`src/rtl/rpn_eval_ctrl.sv`:
```
// Reverse-Polish expression controller driving an external LIFO stack.
// Tracks stack occupancy itself and rejects tokens that would overflow or underflow it.
module rpn_eval_ctrl #(
  parameter int unsigned WIDTH      = 8,
  parameter int unsigned DEPTH      = 8,
  parameter int unsigned ADDR_WIDTH = 3
) (
  input  logic                  clk,
  input  logic                  reset_n,
  input  logic                  tok_valid,
  output logic                  tok_ready,
  input  logic                  tok_is_op,
  input  logic [WIDTH-1:0]      tok_data,
  output logic                  res_valid,
  input  logic                  res_ready,
  output logic [WIDTH-1:0]      res_data,
  output logic                  err,
  output logic [1:0]            err_code,
  output logic [ADDR_WIDTH:0]   depth,
  output logic                  stk_push,
  output logic                  stk_pop,
  output logic [WIDTH-1:0]      stk_data_in,
  input  logic [WIDTH-1:0]      stk_data_out
);

  localparam int unsigned CW = ADDR_WIDTH + 1;
  localparam int unsigned PW = 2 * WIDTH;

  localparam logic [1:0] OP_ADD  = 2'b00;
  localparam logic [1:0] OP_SUB  = 2'b01;
  localparam logic [1:0] OP_MUL  = 2'b10;
  localparam logic [1:0] OP_EQ   = 2'b11;
  localparam logic [1:0] ERR_OVF = 2'b01;
  localparam logic [1:0] ERR_UDF = 2'b10;

  typedef enum logic [2:0] {
    IDLE, PUSH_O, POP_B, POP_A, CALC, PUSH_R, EMIT
  } state_t;

  state_t             state, state_d;
  logic [CW-1:0]      depth_d;
  logic [1:0]         op, op_d;
  logic [WIDTH-1:0]   a, a_d, b, b_d;
  logic [WIDTH-1:0]   res_data_d, stk_data_in_d, alu_res;
  logic [PW-1:0]      prod;
  logic               res_valid_d, err_d, tok_ready_d, stk_push_d, stk_pop_d;
  logic [1:0]         err_code_d;

  // Deeper operand arrives on stk_data_out in CALC, the same cycle it is latched into a
  always_comb begin
    prod = PW'(stk_data_out) * PW'(b);
    case (op)
      OP_ADD:  alu_res = stk_data_out + b;
      OP_SUB:  alu_res = stk_data_out - b;
      OP_MUL:  alu_res = prod[WIDTH-1:0];
      default: alu_res = stk_data_out;
    endcase
  end

  // Next-state and next-output decode
  always_comb begin
    state_d       = state;
    depth_d       = depth;
    op_d          = op;
    a_d           = a;
    b_d           = b;
    res_valid_d   = res_valid;
    res_data_d    = res_data;
    err_d         = 1'b0;
    err_code_d    = err_code;
    stk_data_in_d = stk_data_in;

    case (state)
      IDLE: begin
        if (tok_valid && tok_ready) begin
          if (!tok_is_op) begin
            if (depth == CW'(DEPTH)) begin
              err_d      = 1'b1;
              err_code_d = ERR_OVF;
            end else begin
              stk_data_in_d = tok_data;
              state_d       = PUSH_O;
            end
          end else begin
            op_d = tok_data[1:0];
            if ((tok_data[1:0] == OP_EQ) ? (depth == '0) : (depth < CW'(2))) begin
              err_d      = 1'b1;
              err_code_d = ERR_UDF;
            end else begin
              state_d = POP_B;
            end
          end
        end
      end
      PUSH_O: begin
        depth_d = depth + CW'(1);
        state_d = IDLE;
      end
      POP_B: begin
        depth_d = depth - CW'(1);
        state_d = (op == OP_EQ) ? EMIT : POP_A;
      end
      POP_A: begin
        depth_d = depth - CW'(1);
        b_d     = stk_data_out;
        state_d = CALC;
      end
      CALC: begin
        a_d           = stk_data_out;
        stk_data_in_d = alu_res;
        state_d       = PUSH_R;
      end
      PUSH_R: begin
        depth_d = depth + CW'(1);
        state_d = IDLE;
      end
      EMIT: begin
        // First EMIT cycle captures the popped value; valid is raised together with data
        if (!res_valid) begin
          res_data_d  = stk_data_out;
          res_valid_d = 1'b1;
        end else if (res_ready) begin
          res_valid_d = 1'b0;
          state_d     = IDLE;
        end
      end
      default: state_d = IDLE;
    endcase

    tok_ready_d = (state_d == IDLE);
    stk_push_d  = (state_d == PUSH_O) || (state_d == PUSH_R);
    stk_pop_d   = (state_d == POP_B) || (state_d == POP_A);
  end

  always_ff @(posedge clk or negedge reset_n) begin
    if (!reset_n) begin
      state       <= IDLE;
      depth       <= '0;
      op          <= OP_ADD;
      a           <= '0;
      b           <= '0;
      tok_ready   <= 1'b1;
      res_valid   <= 1'b0;
      res_data    <= '0;
      err         <= 1'b0;
      err_code    <= 2'b00;
      stk_push    <= 1'b0;
      stk_pop     <= 1'b0;
      stk_data_in <= '0;
    end else begin
      state       <= state_d;
      depth       <= depth_d;
      op          <= op_d;
      a           <= a_d;
      b           <= b_d;
      tok_ready   <= tok_ready_d;
      res_valid   <= res_valid_d;
      res_data    <= res_data_d;
      err         <= err_d;
      err_code    <= err_code_d;
      stk_push    <= stk_push_d;
      stk_pop     <= stk_pop_d;
      stk_data_in <= stk_data_in_d;
    end
  end

endmodule

```
`config.mk`:
```
export PLATFORM = sky130hd
export DESIGN_NAME = rpn_eval_ctrl
export DESIGN_NICKNAME = d
export VERILOG_FILES = /design/src/rtl/rpn_eval_ctrl.sv
export SDC_FILE = /design/constraint.sdc
export NUM_CORES = 1
export LEC_CHECK = 0
export CORE_MARGIN = 3
export CORE_UTILIZATION = 25
export CTS_CLUSTER_SIZE = 12
export DETAILED_ROUTE_END_ITERATION = 8
export GPL_TIMING_DRIVEN = 0
export MAX_ROUTING_LAYER = met4
export PLACE_DENSITY_LB_ADDON = 0.1
export SYNTH_ARGS = -nofsm -noshare
export SYNTH_HDL_FRONTEND = slang
export SYNTH_SLANG_ARGS = --single-unit
```
`constraint.sdc`:
```
create_clock -name clk -period 11.2 [get_ports clk]
set_clock_uncertainty 0.1 [all_clocks]
set_input_delay 2.8 -clock clk [delete_from_list [all_inputs] [get_ports clk]]
set_output_delay 2.8 -clock clk [all_outputs]
set_load 0.01 [all_outputs]
```
==> After elaboration in Yosys (flattened, before gate mapping) <==
Cells that the tools add are included.
{ "classes": {"n_addsub": 4, "mul": 1, "n_div": 0, "n_lt_le_gt_ge": 1, "eq_ne": 19, "shift": 0, "mux": 25, "n_bitwise": 1, "n_reduce_logical": 16} }
{ "ops": {"columns": ["operator", "n"], "rows": [
  ["8-bit two-way mux", 3],
  ["8-bit case mux with 3 select lines", 1],
  ["3-bit two-way mux", 7],
  ["8-bit case mux with 2 select lines", 1],
  ["3-bit case mux with 5 select lines", 1],
  ["3-bit by 2-bit equality test with 1-bit output, second input constant", 4],
  ["3-bit equality test, second input constant", 4],
  ["8-bit adder", 1],
  ["8-bit by 8-bit multiplier with 8-bit output", 1],
  ["1-bit two-way mux", 8],
  ["4-bit case mux with 2 select lines", 1],
  ["4-bit AND reduction", 2],
  ["8-bit subtractor", 1],
  ["2-bit equality test, second input constant", 3],
  ["3-bit by 1-bit equality test with 1-bit output, second input constant", 2],
  ["3-bit zero test", 2],
  ["2-bit two-way mux", 3],
  ["2-bit != test, second input constant", 3],
  ["2-bit nonzero test", 3],
  ["4-bit by 1-bit adder with 4-bit output, second input constant", 1],
  ["4-bit equality test, second input constant", 1],
  ["4-bit zero test", 1],
  ["4-bit by 2-bit less-than comparator with 1-bit output, second input constant", 1],
  ["2-bit OR reduction", 2],
  ["9 further kinds", 10]
]} }
{ "totals": {"register_bits": 40, "latch_bits": 0, "ram_bits": 0, "mem_bits_ro": 0, "inputBits": 21, "output_inout_bits": 27, "elab_cells": 79, "n_memories": 0} }

==> Longest topological paths before layout <==
Gate-level depths: netlist of run 1.
{ "depth": {"ltp_word": 8, "mapped_depth": 17, "ltp_nobuf": 16} }

==> Worst setup path before layout of run 1 <==
OpenSTA, ideal clock, no wires.
{ "synth_path": {"path_kind": "input-to-reg", "from": "input port stk_data_out[2]", "to": "register stk_data_in[7]", "setup_ns": 0.079, "arrival_ns": 6.504, "required_ns": 11.021, "setup_slack_ns": 4.517, "stages": 16, "path_buffers": 1, "cell_sequence": "clkbuf_2 -> nand2_1 -> fa_1 -> fa_1 -> inv_1 -> fa_1 -> inv_1 -> fa_1 -> inv_1 -> ha_1 -> a21oi_1 -> xnor3_1 -> xnor3_1 -> o211ai_2 -> o2111ai_1 -> a2bb2oi_1"} }
{ "synth_between": {"elab_chain_len": 3, "elab_cells_between_ends": 5, "classes_between": "2 x add/sub; 1 x mul; 2 x mux"} }
{ "synth_rtl": {"columns": ["element", "line_no", "source"], "rows": [
  ["from (decl)", "23", "input logic [WIDTH-1:0] stk_data_out"],
  ["8-bit by 8-bit multiplier with 8-bit output (tied with other cells)", "51", "prod = PW'(stk_data_out) * PW'(b);"],
  ["8-bit case mux with 3 select lines (*)", "52", "case (op)"],
  ["8-bit case mux with 2 select lines (*)", "73", "case (state)"],
  ["to (signal assigned)", "163", "stk_data_in <= stk_data_in_d;"],
  ["to (decl)", "22", "output logic [WIDTH-1:0] stk_data_in,"]
]} }
Mark *: on every way between the ends. The rest lies on a longest branch, timed or not.
A chain may end at the register's enable or synchronous reset.

==> Worst setup path after layout of run 1 <==
{ "layout_path": {"from": "input port stk_data_out[1]", "to": "register stk_data_in[7]"} }
The elaborated chain is that of the path after synthesis.

==> impl_metrics.json, run 1 <==
{
  "final_layout_size_suffix_gt1_share_pct": 11.2,
  "drc": 0,
  "worst-endpoint-arrival_ns": 7.49,
  "slew_headroom_pct": 56.3,
  "p_per_area_nw_per_um2": 367,
  "ys_seq_area_share_pct": 30.3,
  "hold_class": "flop to flop",
  "rsz0062_at_grt": "false",
  "cts_buffer_depth": 2,
  "postCtsSetupBuffers": 0,
  "routed_wl_um": 8720,
  "avgViaCountPerCell": 4.45,
  "pre_cts_slack_ns": 3.47,
  "hold_viol_final": 0,
  "syn_area_per_cell_sq_um": 9.36,
  "ctsHoldBuffers": 0,
  "antenna_found_initial": 0,
  "grt_pass1_vias": 2736,
  "tightest_slew_ns": 0.653,
  "cts_sinks": 40,
  "end_kind": "flop",
  "ys_types": 42,
  "cts_resized": 0,
  "numCtsBuffers": 5,
  "ys.flop_type": "dfrtp_1",
  "synth.cell_area_sq_um": 3300,
  "gp_congestion": 0.792,
  "postRouteAntennaNets": 0,
  "htree_num_levels": 2,
  "worst_setup_path_start_kind": "input port",
  "synth_edf_count": 0,
  "insertion_delay_ns": 0.28,
  "status": "complete, no violations",
  "final.setup.tns_ns": 0,
  "ys_top_cells_by_area": "dfrtp_1, ha_1, fa_1",
  "drv_slew": 0,
  "dieArea_sq_um": 14600,
  "final_common_cell": "clkdlybuf4s50_1",
  "min_period_ns": 7.39,
  "core_area_sq_um": 12800,
  "yosys_warnings": 0,
  "criticalPathCategory": "input port to flop",
  "port_buffers": 47,
  "required_ns": 11.30,
  "hpwlAfterDp_um": 6700,
  "num_rows": 41,
  "clkTransAtPathRegs_ns": 0.06,
  "p_leak_uw": 0.00191,
  "num_antenna_cells": 0,
  "wire_per_inst_um": 15.0,
  "die_x_um": 121,
  "grt_overflow": 0,
  "rrSetupSlack_ns": 6.40,
  "setup_ws_ns": 3.81,
  "vias": 2584,
  "start_util_pct": 25.9,
  "first_pass_iters": 6,
  "drtIter0Drc": 77,
  "grt_pass1_wl_um": 14500,
  "synth_top_area_share_pct": 29.5,
  "die_h_um": 121,
  "drv_cap": 0,
  "max_freq_mhz": 135,
  "synthArstFlopShare_pct": 100,
  "io_pins": 48,
  "root_buffer": "clkbuf_16",
  "fin_nets": 470,
  "yosysTopAreaCell": "dfrtp_1",
  "worst_ir_drop_vdd_mv": 0.0945,
  "syn_nets": 415,
  "finalSetupViolCount": 0,
  "synthCells": 353,
  "crit_fanout": 8,
  "tritoncts": "done",
  "gr-usage-all-layers_pct": 12.9,
  "area_delta_synth_final_pct": 26.4,
  "period_share_pct": 66.0,
  "grt_max_degree": 25,
  "final_cell_mix": "clkdlybuf4s50_1, nand2_1, dfrtp_1",
  "synth_seq_cells": 40
}
-- cells by family after synthesis --
| group | after synthesis | share of synthesized area, % |
|---|---|---|
| AOI/OAI and AO/OA | 67 | 12.7 |
| buffers and inverters | 54 | 7.31 |
| muxes | 24 | 7.95 |
| adders and majority gates | 41 | 18.7 |
| DFF | 40 | 30.3 |
| xor gates and xnor gates | 27 | 7.99 |
| and+or+nand+nor | 100 | 15.0 |
-- metal layers --
metal	share of wire (%)	global-route usage, %	vias to the layer above
li1	-	-	1286
met1	50	17.8	1239
met2	47	20.4	52
met3	3.0	2.14	7
met4	0.86	2.34	0
met5	0	-	-
-- area by class of cell --
type / count / area, sq um
fill: 1333 / 8600
buffer: 16 / 98.8
clock buffer: 5 / 125
timing repair buffer: 48 / 485
multi-input combinational: 259 / 2060
sequential: 40 / 1000
inverter: 38 / 143
tap: 172 / 215
clock inverter: 3 / 46.3
-- synthesized netlist by cell type, types with 6 or more instances --
library cell / count
inv_1: 38
dfrtp_1: 39
nor2b_1: 9
fa_1: 14
and2_1: 10
mux2i_1: 6
mux2_2: 18
a21oi_1: 18
nand2_1: 39
nor2_1: 25
xnor2_1: 22
ha_1: 27
o21ai_0: 17
-- sequential cells by signal, indices dropped and copies added, names as in the netlist --
register     flops
stk_data_in      8
stk_push         1
state            3
tok_ready        1
depth            4
op               2
err              1
stk_pop          1
res_valid        1
res_data         8
err_code         2
b                8
-- per-stage QoR --
step | area, sq um | power, uW | hold WS [ns] | std cells | utilization [%]
after floorplan | 3300 | 1070 | 0.411 | 353 | -
after global placement | 3990 | 1390 | 0.371 | 572 | 31.2
after detailed placement | 4010 | 1390 | 0.373 | 573 | 31.4
after CTS | 4180 | 1560 | 0.387 | 581 | 32.7
after global routing | 4180 | 1710 | 0.412 | 581 | 32.7
final | 4180 | 1530 | 0.386 | 581 | 32.7
-- critical path, stage by stage --
cell and delay, ns:
clkdlybuf4s50_1 0.65, inv_1 0.34, nor2_1 0.09, ha_1 0.24, fa_1 0.48, ha_1 0.29
inv_1 0.05, fa_1 0.53, inv_1 0.07, fa_1 0.45, a21o_1 0.19, a21oi_1 0.16
xnor3_1 0.23, xnor3_1 0.40, o211ai_2 0.17, o2111ai_1 0.16, a2bb2oi_1 0.18
-- report_power, final --
group / total (uW) / switching [uW] / leakage (uW) / internal (uW)
logic: 1100 / 559 / 0.00134 / 543
registers: 263 / 48.3 / 0.000491 / 215
clock network: 167 / 61.0 / 0.0000804 / 106
total: 1530 / 669 / 0.00191 / 864
-- path summary, 6_finish.rpt --
kind / startpoint / end / cells after the start
worst min-delay path: stk_data_in[3] / stk_data_in[3] / 1
worst min register to register: stk_data_in[3] / stk_data_in[3] / 1
max in group asynchronous: reset_n / tok_ready / 2
min in group asynchronous: reset_n / err_code[1] / 1
worst max-delay path: stk_data_out[1] / stk_data_in[7] / 17
worst max register to register: b[4] / stk_data_in[7] / 16
(Power assumes the default switching activity.)
==> run 2: changes to the inputs <==
==> constraint.sdc (replaced) <==
create_clock -name clk -period 6.1 [get_ports clk]
set_clock_uncertainty 0.1 [all_clocks]
set_input_delay 1.525 -clock clk [delete_from_list [all_inputs] [get_ports clk]]
set_output_delay 1.525 -clock clk [all_outputs]
set_load 0.01 [all_outputs]
==> run 2 against run 1 <==
Compared with the run above:
- routed wire length up 0.31%
- flip-flop and latch count unchanged
- sequential power rose by 84%
==> impl_metrics.json, run 2 (synthesis results as in run 1) <==
{
  "drv_cap": 0,
  "max_freq_mhz": 177,
  "final_cell_mix": "clkdlybuf4s50_1, nand2_1, dfrtp_1",
  "routed_wl_um": 8750,
  "worst_ir_drop_vdd_mv": 0.171,
  "criticalPathCategory": "input port to flop",
  "die_h_um": 121,
  "num_rows": 41,
  "start_util_pct": 25.9,
  "required_ns": 6.21,
  "hpwlAfterDp_um": 6700,
  "postRouteAntennaNets": 0,
  "met1_length_um": 4320,
  "place_area_sq_um": 4010,
  "p_leak_uw": 0.00194,
  "final_common_cell": "clkdlybuf4s50_1",
  "hold_ws_ns": 0.386,
  "grt_pass1_vias": 2735,
  "htree_num_levels": 2,
  "drc": 0,
  "worstPathCellList": "clkdlybuf4s50_1 -> buf_6 -> nand2_1 -> fa_1 -> inv_1 -> ha_1 -> fa_1 -> inv_1 -> fa_1 -> inv_1 -> ha_1 -> a21oi_1 -> xnor3_1 -> xnor3_1 -> o211ai_2 -> o2111ai_2 -> a2bb2oi_2",
  "dieArea_sq_um": 14600,
  "core_area_sq_um": 12800,
  "cts_buffer_depth": 2,
  "intPower_uw": 1580,
  "ctsHoldBuffers": 0,
  "num_antenna_cells": 0,
  "avgViaCountPerCell": 4.45,
  "finalNonFillerCells": 581,
  "crit_buf_inv": 5,
  "fin_area_sq_um": 4200,
  "gr-usage-all-layers_pct": 12.9,
  "grt_overflow": 0,
  "switching_share_pct": 44.1,
  "end_kind": "flop",
  "die_x_um": 121,
  "hold_class": "flop to flop",
  "drv_slew": 0,
  "setup_ws_ns": 0.445,
  "vias": 2587,
  "grt_max_degree": 25,
  "tritoncts": "done",
  "drtIter0Drc": 90,
  "port_buffers": 47,
  "finalSetupViolCount": 0,
  "final_layout_size_suffix_gt1_share_pct": 12.2,
  "top_layer_used": "met4",
  "place_inst": 573,
  "grt_pass1_wl_um": 14500,
  "final.setup.tns_ns": 0,
  "seqPwrFrac_pct": 17.1,
  "crit_fanout": 9,
  "first_pass_iters": 4,
  "p_sw_uw": 1250,
  "fin_nets": 470,
  "met2_length_um": 4080,
  "insertion_delay_ns": 0.28,
  "numCtsBuffers": 5,
  "p_per_area_nw_per_um2": 672,
  "route.met3.wl_um": 274,
  "clkTransAtPathRegs_ns": 0.06,
  "crit_family": "adder cells",
  "ff2ff_path_depth": 16,
  "wire_per_inst_um": 15.1,
  "min_period_ns": 5.66,
  "cts_sinks": 40,
  "root_buffer": "clkbuf_16",
  "area_delta_synth_final_pct": 27.2,
  "max_stage_delay_ns": 0.56,
  "hold_depth": 1,
  "status": "complete, no violations",
  "rsz0062_at_grt": "false",
  "clkPwrFrac_pct": 10.8,
  "worst-endpoint-arrival_ns": 5.76,
  "pre_cts_slack_ns": -0.352,
  "slew_headroom_pct": 56.4,
  "gp_congestion": 0.792,
  "tightest_slew_ns": 0.652,
  "io_pins": 48,
  "top_regs": "b: 8 flops, res_data: 8 flops, stk_data_in: 8 flops",
  "antenna_found_initial": 0,
  "slowest_stage": "fa_1",
  "worst-path-stages": 17,
  "period_share_pct": 92.7,
  "worst_setup_path_start_kind": "input port",
  "hold_viol_final": 0,
  "p_comb_share_pct": 72.0
}
-- run 2: path summary, 6_finish.rpt --
kind                       slack (ns)              to            start
setup reg to reg                 1.55  stk_data_in[7]             b[4]
setup / recovery                 0.44  stk_data_in[7]  stk_data_out[2]
hold reg to reg                  0.39  stk_data_in[3]   stk_data_in[3]
min in group asynchronous        1.08     err_code[1]          reset_n
max in group asynchronous        4.28       tok_ready          reset_n
hold / removal                   0.39  stk_data_in[3]   stk_data_in[3]
-- run 2: area by class of cell --
class | count | area, sq um
inverter | 38 | 143
timing repair buffer | 48 | 492
multi-input combinational | 259 | 2080
buffer | 16 | 105
tap | 172 | 215
clock buffer | 5 | 125
clock inverter | 3 | 46.3
fill | 1329 | 8570
sequential | 40 | 1000
-- run 2: per-layer routing --
layer | vias to the layer above | GRT usage (%)
li1 | 1285 | -
met1 | 1242 | 17.7
met2 | 54 | 20.4
met3 | 6 | 2.19
met4 | 0 | 2.34
met5 | - | -
-- run 2: what timing repair did --
| action | in CTS | in global routing |
|---|---|---|
| buffers inserted | 0 | 0 |
| endpoints found under the setup margin | 1 | 1 |
| gates resized for setup | 2 | 10 |
| pin swaps | 0 | 2 |
-- run 2: per-stage QoR --
| stage | utilization (%) | total power [uW] |
|---|---|---|
| 2_1_floorplan | - | 1960 |
| 3_3_place_gp | 31.2 | 2550 |
| 3_5_place_dp | 31.4 | 2550 |
| 4_1_cts | 32.7 | 2870 |
| 5_1_grt | 32.9 | 3150 |
| 6_report | 32.9 | 2830 |
-- run 2: power by group through the flow --
stage	combinational, uW	sequential [uW]	clock (uW)
floorplan	1460	507	0
global placement	2060	488	0
detailed placement	2060	490	0
CTS	2070	486	315
global route	2320	503	325
finish	2040	484	306
